<file path="src/rtl/dvp_frame_tx_if.sv">
// Bundle of the frame-RAM read port and the DVP byte stream.
// The master side (the transmitter) reads RAM and drives the DVP pins.
interface dvp_frame_tx_if;
    logic [18:0] ram_addr;
    logic        ram_rd;
    logic [11:0] ram_data;
    logic        dvp_vsync;
    logic        dvp_href;
    logic [7:0]  dvp_data;

    modport master (
        output ram_addr, ram_rd, dvp_vsync, dvp_href, dvp_data,
        input  ram_data
    );

    modport slave (
        input  ram_addr, ram_rd, dvp_vsync, dvp_href, dvp_data,
        output ram_data
    );
endinterface

</file>
<file path="src/rtl/dvp_frame_tx.sv">
// DVP camera emulator: streams RGB444 pixels from frame RAM as RGB565-packed
// bytes with vsync/href framing. Every output is a flop.
module dvp_frame_tx #(
    parameter int H_ACTIVE = 640,
    parameter int V_ACTIVE = 480,
    parameter int H_BLANK  = 32,
    parameter int V_LEAD   = 16,
    parameter int V_BLANK  = 64
) (
    input  logic           pclk,
    input  logic           rst,
    input  logic           en,
    dvp_frame_tx_if.master bus,
    output logic           busy,
    output logic           frame_done
);

    typedef enum logic [2:0] {IDLE, LEAD, LINE, HBLANK, VBLANK} state_t;

    localparam int          LINE_BYTES = 2 * H_ACTIVE;
    localparam logic [11:0] LEAD_LAST  = 12'(V_LEAD - 1);
    localparam logic [11:0] LINE_LAST  = 12'(LINE_BYTES - 1);
    localparam logic [11:0] HB_LAST    = 12'(H_BLANK - 1);
    localparam logic [11:0] VB_LAST    = 12'(V_BLANK - 1);
    localparam logic [9:0]  LAST_LINE  = 10'(V_ACTIVE - 1);

    state_t      state, state_next;
    logic [11:0] cnt, cnt_next;
    logic [9:0]  line_cnt, line_cnt_next;
    logic [7:0]  pix_lo, pix_lo_next;
    logic [7:0]  data_next;
    logic        rd_next;
    logic        more_lines;
    int          ahead;

    assign more_lines = (line_cnt != LAST_LINE);

    always_comb begin
        state_next    = state;
        cnt_next      = cnt + 12'd1;
        line_cnt_next = line_cnt;
        case (state)
            IDLE: begin
                cnt_next = '0;
                if (en) state_next = LEAD;
            end
            LEAD: begin
                if (cnt == LEAD_LAST) begin
                    state_next    = LINE;
                    cnt_next      = '0;
                    line_cnt_next = '0;
                end
            end
            LINE: begin
                if (cnt == LINE_LAST) begin
                    state_next = HBLANK;
                    cnt_next   = '0;
                end
            end
            HBLANK: begin
                if (cnt == HB_LAST) begin
                    cnt_next = '0;
                    if (more_lines) begin
                        state_next    = LINE;
                        line_cnt_next = line_cnt + 10'd1;
                    end else begin
                        state_next = VBLANK;
                    end
                end
            end
            VBLANK: begin
                if (cnt == VB_LAST) begin
                    cnt_next   = '0;
                    state_next = en ? LEAD : IDLE;
                end
            end
            default: state_next = IDLE;
        endcase

        // The read strobe leaves its flop two cycles before the hi byte that
        // needs it, so look three cycles ahead of the current state.
        ahead = -1;
        case (state)
            LEAD:   ahead = int'(cnt) + 3 - V_LEAD;
            LINE: begin
                if (int'(cnt) + 3 < LINE_BYTES) ahead = int'(cnt) + 3;
                else if (more_lines) ahead = int'(cnt) + 3 - LINE_BYTES - H_BLANK;
            end
            HBLANK: if (more_lines) ahead = int'(cnt) + 3 - H_BLANK;
            default: ahead = -1;
        endcase
        rd_next = (ahead >= 0) && (ahead < LINE_BYTES) && (ahead % 2 == 0);

        data_next   = 8'h00;
        pix_lo_next = pix_lo;
        if (state_next == LINE) begin
            if (!cnt_next[0]) begin
                data_next   = {bus.ram_data[11:8], 1'b0, bus.ram_data[7:5]};
                pix_lo_next = {bus.ram_data[4], 2'b00, bus.ram_data[3:0], 1'b0};
            end else begin
                data_next = pix_lo;
            end
        end
    end

    always_ff @(posedge pclk) begin
        if (rst) begin
            state         <= IDLE;
            cnt           <= '0;
            line_cnt      <= '0;
            pix_lo        <= '0;
            bus.ram_addr  <= '0;
            bus.ram_rd    <= 1'b0;
            bus.dvp_vsync <= 1'b0;
            bus.dvp_href  <= 1'b0;
            bus.dvp_data  <= '0;
            busy          <= 1'b0;
            frame_done    <= 1'b0;
        end else begin
            state         <= state_next;
            cnt           <= cnt_next;
            line_cnt      <= line_cnt_next;
            pix_lo        <= pix_lo_next;
            bus.ram_rd    <= rd_next;
            bus.dvp_vsync <= state_next inside {LEAD, LINE, HBLANK};
            bus.dvp_href  <= (state_next == LINE);
            bus.dvp_data  <= data_next;
            busy          <= (state_next != IDLE);
            frame_done    <= (state_next == VBLANK) && (state != VBLANK);
            if (state_next == LEAD && state != LEAD)
                bus.ram_addr <= '0;
            else if (bus.ram_rd)
                bus.ram_addr <= bus.ram_addr + 19'd1;
        end
    end

endmodule

</file>
<file path="src/flat_wrapper.sv">
// flat-port wrapper written by rule: the top's interface ports become plain ports
module dvp_frame_tx_flat 
#(
    parameter int H_ACTIVE = 640,
    parameter int V_ACTIVE = 480,
    parameter int H_BLANK  = 32,
    parameter int V_LEAD   = 16,
    parameter int V_BLANK  = 64
)
  (pclk, rst, en, busy, frame_done, bus_ram_addr, bus_ram_rd, bus_dvp_vsync, bus_dvp_href, bus_dvp_data, bus_ram_data);
  dvp_frame_tx_if bus_i ();
  input  logic pclk;
  input  logic rst;
  input  logic en;
  output logic busy;
  output logic frame_done;
  output wire logic [$bits(bus_i.ram_addr)-1:0] bus_ram_addr;
  output wire logic [$bits(bus_i.ram_rd)-1:0] bus_ram_rd;
  output wire logic [$bits(bus_i.dvp_vsync)-1:0] bus_dvp_vsync;
  output wire logic [$bits(bus_i.dvp_href)-1:0] bus_dvp_href;
  output wire logic [$bits(bus_i.dvp_data)-1:0] bus_dvp_data;
  input wire logic [$bits(bus_i.ram_data)-1:0] bus_ram_data;
  assign bus_ram_addr = bus_i.ram_addr;
  assign bus_ram_rd = bus_i.ram_rd;
  assign bus_dvp_vsync = bus_i.dvp_vsync;
  assign bus_dvp_href = bus_i.dvp_href;
  assign bus_dvp_data = bus_i.dvp_data;
  assign bus_i.ram_data = bus_ram_data;
  dvp_frame_tx #(.H_ACTIVE(H_ACTIVE), .V_ACTIVE(V_ACTIVE), .H_BLANK(H_BLANK), .V_LEAD(V_LEAD), .V_BLANK(V_BLANK)) u_core (.pclk(pclk), .rst(rst), .en(en), .bus(bus_i), .busy(busy), .frame_done(frame_done));
endmodule
</file>
<file path="config.mk">
export PLATFORM = sky130hd
export DESIGN_NAME = dvp_frame_tx_flat
export DESIGN_NICKNAME = d
export VERILOG_FILES = /design/src/rtl/dvp_frame_tx_if.sv /design/src/rtl/dvp_frame_tx.sv /design/src/flat_wrapper.sv
export SDC_FILE = /design/constraint.sdc
export NUM_CORES = 1
export LEC_CHECK = 0
export ABC_AREA = 1
export CORE_UTILIZATION = 35
export CTS_BUF_LIST = sky130_fd_sc_hd__clkbuf_16
export DETAILED_ROUTE_END_ITERATION = 16
export DONT_BUFFER_PORTS = 1
export PLACE_DENSITY = 0.5
export SETUP_SLACK_MARGIN = 0.05
export SLEW_MARGIN = 20
export SYNTH_ARGS = -nofsm -noshare
export SYNTH_HDL_FRONTEND = slang
export SYNTH_SLANG_ARGS = --single-unit
</file>
<file path="constraint.sdc">
create_clock -name pclk -period 2.3 [get_ports pclk]
set_input_delay 0.46 -clock pclk [delete_from_list [all_inputs] [get_ports pclk]]
set_output_delay 0.46 -clock pclk [all_outputs]
set_load 0.03 [all_outputs]
</file>
==> qor.txt <==
Post-Place Setup Slack - -0.2127 ns
Synth area leaders - dfxtp_1 (34%), nand2_1 (15%), nor2_1 (8.9%)
unique cell type count in the Yosys netlist - 35
num rows - 36
ys flop type - dfxtp_1
Via density - 4.816
YS warnings - 0
ant diodes - 0
first-pass GRT wire length - 15,730 µm
clock buffer depth - 2
Die H - 103.6 µm
Synth Area in XOR/XNOR - 0.05095
Area Growth Syn to Fin - 34.04%
DP HPWL - 7130 µm
FF+latch count, synth - 62
antenna violations before repair - 0
met1 Use GR - 0.2183
Final WS setup - -0.07866 ns
Overflow after GRT - 0
Synth Area in Compound Gates - 0.08076
IO Count - 47
number of hold buffers added after cts - 0
Worst-Margin Slew - 0.4569 ns
Routed Antenna Nets - 0
fin crit period - 2.379 ns
GRT Resource Usage Total - 0.1797
FF/Latch Area - 1250 µm²
Synth Area per Inst - 6.551 µm²
drt pass-1 iters - 5
delay-heaviest family, CP - simple AND/OR/NAND/NOR gates
met2 Track Usage GR - 0.3044
GR Layer Usage met3 - 0.04091
Clk pwr share - 0.555
unrepaired setup endpoints after global routing - true
kind of end point of the critical path - register
CTS Buf Count - 9
count leader, synth - nand2_1
Setup CP Type - reg2reg
Seq pwr share - 0.407
Max Cap Viol - 0
share of cells above drive strength 1 - 0.2772
internal power - 2072 µW
Post-synth top cells - nand2_1 (140), nor2_1 (86), dfxtp_1 (62)
drt wl/cell - 12.39 µm
final setup vio count - 1
largest area contributor in the netlist - dfxtp_1
switching pwr - 611.7 µW
Core Footprint - 9864 µm²
post-synthesis mux area share - 0
sw frac - 0.2279
Vias - 3,699
fillers - 976
drt total wl - 9517 µm
syn nets - 575
critical path, cell by cell - inv_2 > ha_4 > nor2_4 > buf_6 > nand2_2 > nand2_2 > nand2_2 > inv_4 > nor2_4 > nand2_2 > nor2_2 > ha_1 > nand2_1 > o21ai_1 > o21ai_1 > nor3_2 > nand3_1 > nor2_1 > nand3_1 > nor2_1
total power draw - 2684 µW
Mapped Area - 3610 µm²
clk sinks - 62
area fraction of the dominant cell type after synthesis - 0.3438
critical path data required time - 2.57 ns
Starting Density - 0.3659
Clock Latency Late Sink - 0.33 ns
final worst path period share - 1.034
CP max FO - 4
DRT iter0 DRCs - 224
CTS tree - yes
Final Wtd Congestion - 0.9181
# DRC - 0
PD cells - 554.7 nW/µm²
Max Slew Vio Count - 0
busiest grt layer - met2
R2R setup slack - -0.08 ns
Peak VDD IR - 0.3785 mV
largest net degree at the start of global routing - 13
CP max-delay cell - dfxtp_2
delay of the slowest critical-path stage - 0.35 ns
Max-slew headroom - 0.6931
Multi-input gate area - 2266 µm²
Inst Count DP - 743
startpoint types - register
full die area - 10,720 µm²
Async SR Flop Fraction - 0
Final #Nets - 654
Synth Area in Simple Gates - 0.4135
max frequency - 420.4 MHz
register area share after synthesis - 0.3438
Leakage - 0.002176 µW
Gate Count Post-Synth - 551
die width - 103.6 µm
failing checks - setup timing
Post-synth EDFFs - 0
clk slew on worst S/H paths - 0.06 ns
Hold Path Class - in2reg
setup TNS - -0.07866 ns
Clock Skew - 0.007081 ns
synthesized-area fraction occupied by adder cells - 0.03120
Bufs and invs on worst path - 3
status - finished, violations left
PortBufs - 0
Cell Count, Final, Fillers Out - 768
largest family of logic cells by synthesized area - simple AND/OR/NAND/NOR gates
CTS root buf - clkbuf_16
final hold violations - 0
Comb pwr share - 0.038
H-tree Lvls - 3
Top cell by count, worst path - nand2_2
worst endpoint data arrival time - 2.65 ns
vias in the first global route - 3,493
[metal layers]
layer	vias up	wire length [µm]
met1	1674	4389
met5	-	0
li1	1925	-
met4	0	189
met3	18	414
met2	82	4523
[flip-flops by register name (all words and copies together), names as in the netlist]
signal / cells
u_core.frame_done: 1
u_core.state: 3
u_core.cnt: 12
u_core.bus.dvp_vsync: 1
u_core.busy: 1
u_core.bus.ram_addr: 19
u_core.bus.dvp_href: 1
u_core.bus.ram_rd: 1
u_core.pix_lo: 5
u_core.line_cnt: 10
u_core.bus.dvp_data: 8
[logic make-up after synthesis]
| group | count (synthesis) |
|---|---|
| adder cells (fa/ha/maj) | 9 |
| AO/OA/AOI/OAI | 53 |
| AND/OR/NAND/NOR | 331 |
| buffers and inverters | 75 |
| XOR/XNOR | 21 |
| flip-flops | 62 |
[final timing paths]
path / startpoint / end / cells past startpoint
setup / recovery: u_core.cnt[1]$_SDFF_PP0_ / u_core.bus.ram_rd$_SDFF_PP0_ / 20
hold reg to reg: u_core.pix_lo[3]$_SDFFE_PP0P_ / u_core.bus.dvp_data[3]$_SDFF_PP0_ / 2
setup reg to reg: u_core.cnt[1]$_SDFF_PP0_ / u_core.bus.ram_rd$_SDFF_PP0_ / 20
hold / removal: rst / u_core.line_cnt[9]$_SDFFE_PP0P_ / 1
[worst reg2reg max path: stages, from the launching register on]
cell and delay (ns):
dfxtp_2 0.35, inv_2 0.06, ha_4 0.17, nor2_4 0.13
buf_6 0.13, nand2_2 0.05, nand2_2 0.06, nand2_2 0.06
inv_4 0.07, nor2_4 0.04, nand2_2 0.08, nor2_2 0.04
ha_1 0.26, nand2_1 0.05, o21ai_1 0.12, o21ai_1 0.09
nor3_2 0.17, nand3_1 0.09, nor2_1 0.10, nand3_1 0.09
nor2_1 0.11
[layout by cell type, fill, tap and decap left out, types with 7 or more instances in the layout]
cell,instances
nor3_1,13
nand2_1,123
a21oi_1,16
ha_1,8
nor2_4,9
buf_4,72
xor2_1,15
nand2_2,19
nor2_2,13
clkbuf_16,9
o21ai_0,18
nand3_1,38
dfxtp_2,7
dfxtp_1,55
inv_1,55
nand4_1,10
nor2_1,79
inv_2,13
[area by class of cell]
type                    count  area share
clock buffers               9     0.04655
clock inverters             7     0.02017
inverters                  69     0.05405
multi-input cells         414      0.4683
flip-flops and latches     62      0.2583
well taps                 133     0.03439
repair buffers             74      0.1182
[power groups by stage]
stage          Clock [µW]  Sequential [µW]  Combinational, µW
6_report             1490             1090                103
5_1_grt              1570             1090                116
4_1_cts              1520             1090               98.4
3_5_place_dp            0             1120               96.3
3_3_place_gp            0             1120               95.3
2_1_floorplan           0             1120               63.7
[repair_timing]
item | CTS | global route
cloned | 0 | 1
setup endpoints to repair | 7 | 29
pin swaps | 3 | 14
resized for setup | 15 | 46
setup buffers | 1 | 7
[metrics by stage]
| step | utilization | hold WS [ns] | cell area, µm² |
|---|---|---|---|
| 6_report | 0.4905 | 0.1894 | 4838 |
| 5_1_grt | 0.4905 | 0.1850 | 4838 |
| 4_1_cts | 0.4713 | 0.1832 | 4649 |
| 3_5_place_dp | 0.4333 | 0.4268 | 4274 |
| 3_3_place_gp | 0.4333 | 0.4321 | 4274 |
| 2_1_floorplan | - | 0.4136 | 3636 |
No activity file was read; power rests on OpenSTA's default activity.
